[config.mk]
export PLATFORM = sky130hd
export DESIGN_NAME = vedic_mac8_pipe
export DESIGN_NICKNAME = d
export VERILOG_FILES = /design/src/rtl/vedic_pkg.sv /design/src/rtl/vedicmult_2bit.sv /design/src/rtl/vedicmult_4bit.sv /design/src/rtl/vedic_mac8_pipe.sv
export SDC_FILE = /design/constraint.sdc
export NUM_CORES = 1
export LEC_CHECK = 0
export CELL_PAD_IN_SITES_DETAIL_PLACEMENT = 0
export CELL_PAD_IN_SITES_GLOBAL_PLACEMENT = 1
export CORE_MARGIN = 3
export CORE_UTILIZATION = 46
export CTS_BUF_LIST = sky130_fd_sc_hd__clkbuf_2 sky130_fd_sc_hd__clkbuf_4 sky130_fd_sc_hd__clkbuf_8
export CTS_CLUSTER_DIAMETER = 30
export CTS_CLUSTER_SIZE = 12
export DETAILED_ROUTE_END_ITERATION = 8
export HOLD_SLACK_MARGIN = 0.1
export PLACE_DENSITY = 0.9
export SLEW_MARGIN = 30
export SYNTH_ARGS = -nofsm -noshare
export SYNTH_HDL_FRONTEND = slang
export SYNTH_HIERARCHICAL = 1
export SYNTH_SLANG_ARGS = --single-unit
[constraint.sdc]
create_clock -name clk -period 7.4 [get_ports clk]
set_clock_uncertainty 0.1 [all_clocks]
set_input_delay 1.11 -clock clk [delete_from_list [all_inputs] [get_ports clk]]
set_output_delay 1.11 -clock clk [all_outputs]
set_load 0.03 [all_outputs]
[src/rtl/vedic_pkg.sv]
// Shared widths, pipeline stage records and carry-lookahead helpers for the
// 8x8 Vedic multiply-accumulate pipeline.
package vedic_pkg;

   localparam int WIDTH  = 8;
   localparam int ACC_W  = 24;
   localparam int PROD_W = 2 * WIDTH;
   localparam int HALF   = WIDTH / 2;

   typedef struct packed {
      logic             valid;
      logic             clr;
      logic [WIDTH-1:0] a;
      logic [WIDTH-1:0] b;
   } s1_t;

   // The four half-width cross products of the operand pair.
   typedef struct packed {
      logic              valid;
      logic              clr;
      logic [WIDTH-1:0]  ll;
      logic [WIDTH-1:0]  lh;
      logic [WIDTH-1:0]  hl;
      logic [WIDTH-1:0]  hh;
   } s2_t;

   typedef struct packed {
      logic              valid;
      logic [PROD_W-1:0] prod;
   } s3_t;

   // 4-bit carry-lookahead adder: returns {carry_out, sum}.
   function automatic logic [4:0] cla4(input logic [3:0] x, input logic [3:0] y,
                                       input logic cin);
      logic [3:0] g;
      logic [3:0] p;
      logic [4:0] c;
      g    = x & y;
      p    = x ^ y;
      c[0] = cin;
      c[1] = g[0] | (p[0] & cin);
      c[2] = g[1] | (p[1] & g[0]) | (p[1] & p[0] & cin);
      c[3] = g[2] | (p[2] & g[1]) | (p[2] & p[1] & g[0]) | (p[2] & p[1] & p[0] & cin);
      c[4] = g[3] | (p[3] & g[2]) | (p[3] & p[2] & g[1]) | (p[3] & p[2] & p[1] & g[0])
           | (p[3] & p[2] & p[1] & p[0] & cin);
      return {c[4], p ^ c[3:0]};
   endfunction

   // Sum only, for call sites where the carry-out is provably zero.
   function automatic logic [3:0] cla4_s(input logic [3:0] x, input logic [3:0] y,
                                         input logic cin);
      logic [4:0] r;
      r = cla4(x, y, cin);
      return r[3:0];
   endfunction

   // 16-bit adder as four chained 4-bit lookahead blocks; carry-out dropped.
   function automatic logic [15:0] cla16(input logic [15:0] x, input logic [15:0] y);
      logic [15:0] s;
      logic [4:0]  r;
      logic        c;
      c = 1'b0;
      s = '0;
      for (int i = 0; i < 4; i++) begin
         r          = cla4(x[4*i +: 4], y[4*i +: 4], c);
         s[4*i +: 4] = r[3:0];
         c          = r[4];
      end
      return s;
   endfunction

endpackage

[src/rtl/vedicmult_2bit.sv]
// 2x2 unsigned Vedic (Urdhva-Tiryagbhyam) multiplier cell.
module vedicmult_2bit (
   input  logic [1:0] a,
   input  logic [1:0] b,
   output logic [3:0] p
);

   logic cross_c;

   assign cross_c = a[1] & b[0] & a[0] & b[1];
   assign p[0]    = a[0] & b[0];
   assign p[1]    = (a[1] & b[0]) ^ (a[0] & b[1]);
   assign p[2]    = (a[1] & b[1]) ^ cross_c;
   assign p[3]    = a[1] & b[1] & cross_c;

endmodule

[src/rtl/vedicmult_4bit.sv]
// Combinational 4x4 unsigned Vedic multiplier from four 2x2 cells whose
// partial products are merged with 4-bit carry-lookahead adders.
module vedicmult_4bit
   import vedic_pkg::*;
(
   input  logic [3:0] a,
   input  logic [3:0] b,
   output logic [7:0] p
);

   logic [3:0] q0;
   logic [3:0] q1;
   logic [3:0] q2;
   logic [3:0] q3;
   logic [3:0] s_a;
   logic [3:0] s_b;
   logic       c_a;
   logic       c_b;
   logic [4:0] mid;
   logic [3:0] hi;

   vedicmult_2bit u_ll (.a(a[1:0]), .b(b[1:0]), .p(q0));
   vedicmult_2bit u_hl (.a(a[3:2]), .b(b[1:0]), .p(q1));
   vedicmult_2bit u_lh (.a(a[1:0]), .b(b[3:2]), .p(q2));
   vedicmult_2bit u_hh (.a(a[3:2]), .b(b[3:2]), .p(q3));

   // Middle column: q1 + q2 + upper half of q0 never exceeds 21, so at most
   // one of the two carries can be set.
   assign {c_a, s_a} = cla4(q1, q2, 1'b0);
   assign {c_b, s_b} = cla4(s_a, {2'b00, q0[3:2]}, 1'b0);
   assign mid        = {c_a | c_b, s_b};
   assign hi         = cla4_s(q3, {1'b0, mid[4:2]}, 1'b0);

   assign p = {hi, mid[1:0], q0[1:0]};

endmodule

[src/rtl/vedic_mac8_pipe.sv]
// Three-stage pipelined 8x8 unsigned Vedic multiply-accumulate with a
// valid/ready handshake; all stages advance together on a global enable.
module vedic_mac8_pipe
   import vedic_pkg::*;
#(
   parameter int WIDTH = vedic_pkg::WIDTH,
   parameter int ACC_W = vedic_pkg::ACC_W
) (
   input  logic                 clk,
   input  logic                 rst_n,
   input  logic                 in_valid,
   output logic                 in_ready,
   input  logic [WIDTH-1:0]     a,
   input  logic [WIDTH-1:0]     b,
   input  logic                 clr_acc,
   output logic                 out_valid,
   input  logic                 out_ready,
   output logic [2*WIDTH-1:0]   prod,
   output logic [ACC_W-1:0]     acc,
   output logic                 acc_ovf
);

   s1_t              s1_q, s1_d;
   s2_t              s2_q, s2_d;
   s3_t              s3_q, s3_d;
   logic [ACC_W-1:0] acc_q, acc_d;
   logic             ovf_q, ovf_d;

   logic             en;
   logic [WIDTH-1:0] pp [4];
   logic [15:0]      mid_sum;
   logic [15:0]      shift_sum;
   logic [15:0]      prod_sum;
   logic [ACC_W-1:0] acc_base;
   logic [ACC_W-1:0] prod_ext;
   logic [ACC_W-1:0] acc_sum;
   logic             acc_carry;

   assign en        = ~s3_q.valid | out_ready;
   assign in_ready  = en;
   assign out_valid = s3_q.valid;
   assign prod      = s3_q.prod;
   assign acc       = acc_q;
   assign acc_ovf   = ovf_q;

   // Cell index bit 1 selects the half of a, bit 0 the half of b:
   // 0 = ll, 1 = lh, 2 = hl, 3 = hh.
   genvar gi;
   generate
      for (gi = 0; gi < 4; gi++) begin : g_cell
         vedicmult_4bit u_cell (
            .a (s1_q.a[HALF*(gi/2) +: HALF]),
            .b (s1_q.b[HALF*(gi%2) +: HALF]),
            .p (pp[gi])
         );
      end
   endgenerate

   always_comb begin
      mid_sum   = cla16({8'h00, s2_q.lh}, {8'h00, s2_q.hl});
      shift_sum = cla16({8'h00, s2_q.ll}, mid_sum << 4);
      prod_sum  = cla16(shift_sum, {8'h00, s2_q.hh} << 8);
   end

   // Accumulator adder: nibble-wide lookahead blocks rippling a block carry.
   always_comb begin
      logic [4:0] r;
      logic       c;
      acc_base = s2_q.clr ? '0 : acc_q;
      prod_ext = ACC_W'(prod_sum);
      acc_sum  = '0;
      c        = 1'b0;
      for (int i = 0; i < ACC_W / 4; i++) begin
         r                 = cla4(acc_base[4*i +: 4], prod_ext[4*i +: 4], c);
         acc_sum[4*i +: 4] = r[3:0];
         c                 = r[4];
      end
      acc_carry = c;
   end

   always_comb begin
      s1_d  = s1_q;
      s2_d  = s2_q;
      s3_d  = s3_q;
      acc_d = acc_q;
      ovf_d = ovf_q;
      if (en) begin
         s1_d.valid = in_valid;
         s1_d.clr   = clr_acc;
         s1_d.a     = a;
         s1_d.b     = b;

         s2_d.valid = s1_q.valid;
         s2_d.clr   = s1_q.clr;
         s2_d.ll    = pp[0];
         s2_d.lh    = pp[1];
         s2_d.hl    = pp[2];
         s2_d.hh    = pp[3];

         s3_d.valid = s2_q.valid;
         // Bubbles leave the visible result and accumulator untouched.
         if (s2_q.valid) begin
            s3_d.prod = prod_sum;
            acc_d     = acc_sum;
            ovf_d     = (s2_q.clr ? 1'b0 : ovf_q) | acc_carry;
         end
      end
   end

   always_ff @(posedge clk or negedge rst_n) begin
      if (!rst_n) begin
         s1_q  <= '0;
         s2_q  <= '0;
         s3_q  <= '0;
         acc_q <= '0;
         ovf_q <= 1'b0;
      end else begin
         s1_q  <= s1_d;
         s2_q  <= s2_d;
         s3_q  <= s3_d;
         acc_q <= acc_d;
         ovf_q <= ovf_d;
      end
   end

endmodule

==> reports/qor.txt, run 1 <==
met1 Track Usage GR = 23.8%
CP Class = flop to flop
mux share of post-synthesis cell area = 0.320%
hold path depth = 2
max-slew violation count = 0
Clock Latency Late Sink = 0.38 ns
first-pass GRT wire length = 23500 um
register bit total from synthesis = 94
layer carrying the most global-route usage = met2
ant diodes = 0
largest family of logic cells by synthesized area = simple AND/OR/NAND/NOR gates
Die W = 130 um
hold_sp = s1_q[17]
GR Util All Layers = 17.3%
final setup vio count = 0
Post-Layout Inst Area = 8020 sq um
largest net degree at the start of global routing = 61
xor and xnor fraction of the mapped netlist area = 7.97%
fin cells = 1037
Yosys cell types = 53
Placer Congestion = 0.811
flop2flop setup slack = 1.21 ns
synthesized area = 7030 sq um
placed insts = 1021
CTS tree = done
Crit-path slowest cell = or4b_1
Crit. Startpoint = s2_q[8]
die footprint = 16800 sq um
Hold Buf Count CTS = 0
register area = 2350 sq um
relative slew slack = 43.2%
fin crit period = 6.19 ns
global route overflow = 0
Crit path max-delay family = adder cells
area of the multi-input gates = 4450 sq um
# H-tree levels = 3
vias in the first global route = 4957
min-delay worst type = flop to flop
MaxCap Viol Count = 0
Core Area = 14800 sq um
IO Port Bufs = 63
cell taking the most area after synthesis = dfrtp_1
# DRC = 0
Mapped Avg Cell Area = 8.88 sq um
die height = 130 um
share of cells above drive strength 1 = 6.45%
clock slew at reported path FFs = 0.10 ns
VDD IR max = 227 uV
yosys warns = 6
Post-DRT Antenna Nets = 0
type of origin of the critical path = flop
main flop type after synthesis = dfrtp_1
final period utilization = 83.7%
Hold Slack = 0.380 ns
Top cell by count, worst path = ha_1
clk buf depth = 2
DP HPWL = 10300 um
Routed WL = 13700 um
final setup TNS = 0 ns
CP endpoint kind = flop
clk root buf = clkbuf_8
Max FO, Critical Path = 11
Post-Syn Nets = 923
area grow syn2layout = 14.1%
area share of fa/ha/maj cells after synthesis = 22.5%
Vias per Instance = 4.93
compound-cell area share of the yosys netlist = 8.90%
PwrDens = 460 nW/um^2
initial core utilization = 47.7%
Post-synth ARST share = 100%
share of the synthesized area in the top cell type = 33.4%
Setup Buffers After CTS = 0
Arr. time, crit path = 6.40 ns
Finished Core Util = 54.4%
Top Ports = 64
wire length per cell = 13.2 um
initial antenna violation count = 0
Max Fclk = 161 MHz
DR pass1 iterations = 4
Cell Rows = 44
GRT met3 Usage = 3.01%
worst setup path endpoint = acc[22]
DR iter-0 viols = 242
clk sink count = 94
slew at the pin closest to its max-slew limit = 0.849 ns
vias = 5113
Leak = 4.15 nW
EDFF count, synth = 0
final hold violation count = 0
critical path depth = 23
Worst Path Buf+Inv = 0
RR Endpoint = acc[22]
post-synthesis cell count = 792
Post-DP Area = 7850 sq um
WP data required = 7.61 ns
R2R depth = 23
worst reg2reg startpoint = s2_q[8]
outcome = complete, no violations
synth top area cells = dfrtp_1 33%, ha_1 16%, nand2_1 13%
grt met2 use = 28.2%
crit path cell chain = ha_1 > fa_1 > ha_1 > a21o_1 > a21oi_1 > o21bai_1 > ha_1 > xor2_1 > ha_1 > a21o_1 > a21oi_1 > nor2b_1 > or2_2 > fa_1 > xor2_1 > ha_1 > o21ai_1 > a21boi_0 > o21ai_0 > a31oi_2 > o211ai_1 > or4b_1 > a211oi_2
Seq/Total Area, Yosys = 33.4%
max incr delay on CP = 0.60 ns
CTS buffer count = 9
Fill cells = 1377
CTS resizes = 0
Nets = 979
RSZ-0062 raised after global routing = no
Post-Synth Simple-Gate Area = 23.5%
logic make-up (layout without fill, tap and decap cells):
| logic type | count (synthesis) | count (layout) |
|---|---|---|
| mux | 2 | 2 |
| flops | 94 | 94 |
| compound gates | 96 | 96 |
| fa+ha+maj | 114 | 114 |
| xor+xnor | 64 | 64 |
| buf+inv | 63 | 124 |
| simple gates | 359 | 359 |
cells in the mapped netlist, types with 3 or more instances:
| master | n |
|---|---|
| a21o_1 | 17 |
| a21oi_1 | 22 |
| and2_1 | 34 |
| and2_4 | 16 |
| buf_1 | 6 |
| clkbuf_1 | 15 |
| dfrtp_1 | 94 |
| fa_1 | 21 |
| ha_1 | 89 |
| inv_1 | 39 |
| maj3_2 | 4 |
| nand2_1 | 244 |
| nand2b_1 | 7 |
| nand3_1 | 3 |
| nor2_1 | 14 |
| nor2b_1 | 19 |
| nor3_1 | 5 |
| nor4_1 | 3 |
| o21ai_0 | 29 |
| o21bai_1 | 3 |
| or2_1 | 4 |
| xnor2_1 | 28 |
| xor2_1 | 36 |
tightest hold or removal path: stages, from the launching register on:
cell	delay, ns
dfrtp_1	0.36
nand2_1	0.05
nand2_1	0.05
layout make-up:
cell class | instances | area share, %
clock buffer | 11 | 1.73
inverter | 40 | 1.87
sequential | 94 | 29.3
tap | 184 | 2.87
timing repair buffer | 68 | 8.30
multi-input combinational | 635 | 55.5
clock inverter | 5 | 0.437
metrics by stage:
step / total power [W] / setup slack (ns)
after global placement: 0.00335 / 1.36
after floorplan: 0.00276 / 1.86
after CTS: 0.00373 / 1.18
after detailed placement: 0.00339 / 1.19
final: 0.00369 / 1.21
after global routing: 0.00410 / 0.830
per-layer routing:
metal	vias to the layer above	wire (um)
met5	-	0
met1	2330	6910
li1	2693	-
met2	79	6190
met4	0	158
met3	11	423
cell usage in the layout (no fill, tap or decap), types with 18 or more instances in the layout:
cell type,Yosys,layout
and2_1,34,34
xnor2_1,28,28
dfrtp_1,94,94
inv_1,39,39
nand2_1,244,244
fa_1,21,21
ha_1,89,89
o21ai_0,29,29
clkdlybuf4s50_1,0,62
a21oi_1,22,22
nor2b_1,19,18
xor2_1,36,36
flip-flops by register name, indices dropped and copies added (netlist names):
name,count
s2_q,30
acc_ovf,1
acc,24
s1_q,18
out_valid,1
prod_ext,4
prod,16
power by group:
| group | switching [W] | internal, W | total, W |
|---|---|---|---|
| Clock | 0.000189 | 0.000131 | 0.000320 |
| Combinational | 0.00139 | 0.00108 | 0.00247 |
| Sequential | 0.000189 | 0.000710 | 0.000900 |
worst min-delay path by stage:
stage                to  slack [ns]
2_1_floorplan  s1_q[16]        0.34
3_3_place_gp   s2_q[33]        0.35
3_5_place_dp   s2_q[23]        0.37
4_1_cts        s2_q[16]        0.38
5_1_grt        s2_q[21]        0.40
6_report       s2_q[33]        0.38
(Power assumes the default switching activity.)
==> run 2, diff against run 1 <==
==> constraint.sdc (replaced) <==
create_clock -name clk -period 6.3 [get_ports clk]
set_clock_uncertainty 0.1 [all_clocks]
set_input_delay 0.945 -clock clk [delete_from_list [all_inputs] [get_ports clk]]
set_output_delay 0.945 -clock clk [all_outputs]
set_load 0.03 [all_outputs]
==> reports/qor.txt, run 2 (same netlist as run 1, synthesis figures left out) <==
largest reg by FF count = s2_q (unchanged)
Largest register FFs = 30 (unchanged)
Hold Buf Count CTS = 0 (unchanged)
flop2flop setup slack = 0.34 ns (was 1.21 ns)
Fill cells = 1362 (was 1377)
global route overflow = 0 (unchanged)
Post-DRT Antenna Nets = 0 (unchanged)
final setup vio count = 0 (unchanged)
CP Class = flop to flop (unchanged)
DR iter-0 viols = 253 (was 242)
Final WS setup = 0.336 ns (was 1.21 ns)
area of the multi-input gates = 4450 sq um (about the same)
Leak = 4.18 nW (was 4.15 nW)
min-delay worst type = flop to flop (unchanged)
WP data required = 6.51 ns (was 7.61 ns)
R2R depth = 23 (unchanged)
worst setup path endpoint = acc[22] (unchanged)
clk sink count = 94 (unchanged)
Die W = 130 um (unchanged)
RR Endpoint = acc[22] (unchanged)
Top Ports = 64 (unchanged)
GR Util All Layers = 17.9% (was 17.3%)
VDD IR max = 227 uV (about the same)
fin cells = 1041 (was 1037)
Crit. Startpoint = s2_q[8] (unchanged)
CTS buffer count = 9 (unchanged)
Max FO, Critical Path = 5 (was 11)
Max Fclk = 168 MHz (was 161 MHz)
clk buf depth = 2 (unchanged)
die footprint = 16800 sq um (unchanged)
DR pass1 iterations = 4 (unchanged)
CTS tree = done (unchanged)
vias in the first global route = 5175 (was 4957)
MaxCap Viol Count = 0 (unchanged)
clock slew at reported path FFs = 0.10 ns (about the same)
largest net degree at the start of global routing = 50 (was 61)
clk root buf = clkbuf_8 (unchanged)
Cell Rows = 44 (unchanged)
DP HPWL = 10500 um (was 10300 um)
fin crit period = 5.96 ns (was 6.19 ns)
Routed WL = 13800 um (was 13700 um)
DP Worst Slack = 0.211 ns (was 1.19 ns)
final hold violation count = 0 (unchanged)
PwrDens = 546 nW/um^2 (was 460 nW/um^2)
first-pass GRT wire length = 24300 um (was 23500 um)
ant diodes = 0 (unchanged)
final setup TNS = 0 ns (unchanged)
initial antenna violation count = 0 (unchanged)
IO Port Bufs = 63 (unchanged)
# DRC = 0 (unchanged)
Core Area = 14800 sq um (unchanged)
type of origin of the critical path = flop (unchanged)
register area = 2350 sq um (unchanged)
share of cells above drive strength 1 = 7.00% (was 6.45%)
Arr. time, crit path = 6.17 ns (was 6.40 ns)
area grow syn2layout = 15.0% (was 14.1%)
relative slew slack = 50.3% (was 43.2%)
placed insts = 1022 (was 1021)
Placer Congestion = 0.795 (was 0.811)
Vias per Instance = 4.99 (was 4.93)
most common cell after layout, fill and taps aside = nand2_1 (unchanged)
final period utilization = 94.7% (was 83.7%)
slew at the pin closest to its max-slew limit = 0.746 ns (was 0.849 ns)
max-slew violation count = 0 (unchanged)
RSZ-0062 raised after global routing = no (unchanged)
outcome = complete, no violations (unchanged)
worst reg2reg startpoint = s2_q[8] (unchanged)
Finished Core Util = 54.8% (was 54.4%)
wire length per cell = 13.3 um (was 13.2 um)
Nets = 983 (was 979)
CP endpoint kind = flop (unchanged)
die height = 130 um (unchanged)
most frequent cells in the layout = 244 x nand2_1, 94 x dfrtp_1, 89 x ha_1 (unchanged)
Hold Slack = 0.377 ns (was 0.380 ns)
initial core utilization = 47.7% (unchanged)
# H-tree levels = 3 (unchanged)
vias = 5195 (was 5113)
Clock Latency Late Sink = 0.38 ns (about the same)
[run 2: worst max-delay path, cell delays in order, from the launching register on]
cell	delay [ns]
dfrtp_1	0.39
ha_1	0.23
fa_1	0.45
ha_1	0.28
a21o_1	0.18
a21oi_1	0.21
o21bai_1	0.12
ha_1	0.21
xor2_1	0.17
ha_1	0.29
a21o_1	0.19
a21oi_2	0.18
nor2b_1	0.08
or2_2	0.29
fa_1	0.41
xor2_1	0.17
ha_1	0.33
o21ai_1	0.10
a21boi_1	0.20
o21ai_0	0.12
a31oi_2	0.20
o211ai_1	0.24
or4b_1	0.53
a211oi_2	0.21
[run 2: power breakdown]
| part | total (W) | internal, W | switching (W) | leakage (nW) |
|---|---|---|---|---|
| logic | 0.00293 | 0.00127 | 0.00166 | 2.90 |
| clock network | 0.000432 | 0.000197 | 0.000236 | 0.103 |
| registers | 0.00105 | 0.000834 | 0.000215 | 1.18 |
[run 2: per-stage QoR]
step                instance area [sq um]  total power, W
finish                               8090         0.00441
detailed placement                   7860         0.00400
global route                         8090         0.00490
CTS                                  8060         0.00445
floorplan                            7030         0.00324
global placement                     7860         0.00393
[run 2: cell type report]
cell class / count / share of cell area [%]
sequential: 94 / 29.1
tap: 184 / 2.85
inverter: 40 / 1.86
clock buffer: 10 / 1.70
timing repair buffer: 72 / 8.60
multi-input combinational: 635 / 55.1
clock inverter: 6 / 0.851
[run 2: worst min-delay path by stage]
stage / from / end / slack, ns / depth (start not counted)
after global placement: s1_q[16] / s1_q[16] / 0.35 / 2
after floorplan: s1_q[16] / s1_q[16] / 0.34 / 2
after detailed placement: s1_q[16] / s1_q[16] / 0.36 / 2
after global routing: prod[8] / prod[8] / 0.40 / 2
after CTS: s1_q[16] / s1_q[16] / 0.38 / 2
final: s1_q[16] / s1_q[16] / 0.38 / 2
[run 2: per-layer routing]
layer	vias to the layer above	track usage, %	wire [um]
met1	2396	24.7	6970
met2	83	29.2	6240
met5	-	0	0
met4	0	4.22	143
li1	2707	-	-
met3	9	3.34	486
[run 2: timing repair]
item | 4_1_cts | 5_1_grt
resized for setup | 0 | 2
setup buffers | 0 | 3
setup endpoints to repair | 0 | 4
==> run 3, diff against run 2 <==
--- a/config.mk
+++ b/config.mk
@@ -15,7 +15,6 @@
 export DETAILED_ROUTE_END_ITERATION = 8
 export HOLD_SLACK_MARGIN = 0.1
 export PLACE_DENSITY = 0.9
-export SLEW_MARGIN = 30
 export SYNTH_ARGS = -nofsm -noshare
 export SYNTH_HDL_FRONTEND = slang
 export SYNTH_HIERARCHICAL = 1
==> results of run 3 <==
The final DEF is identical to that of run 2; final timing and power are the same.
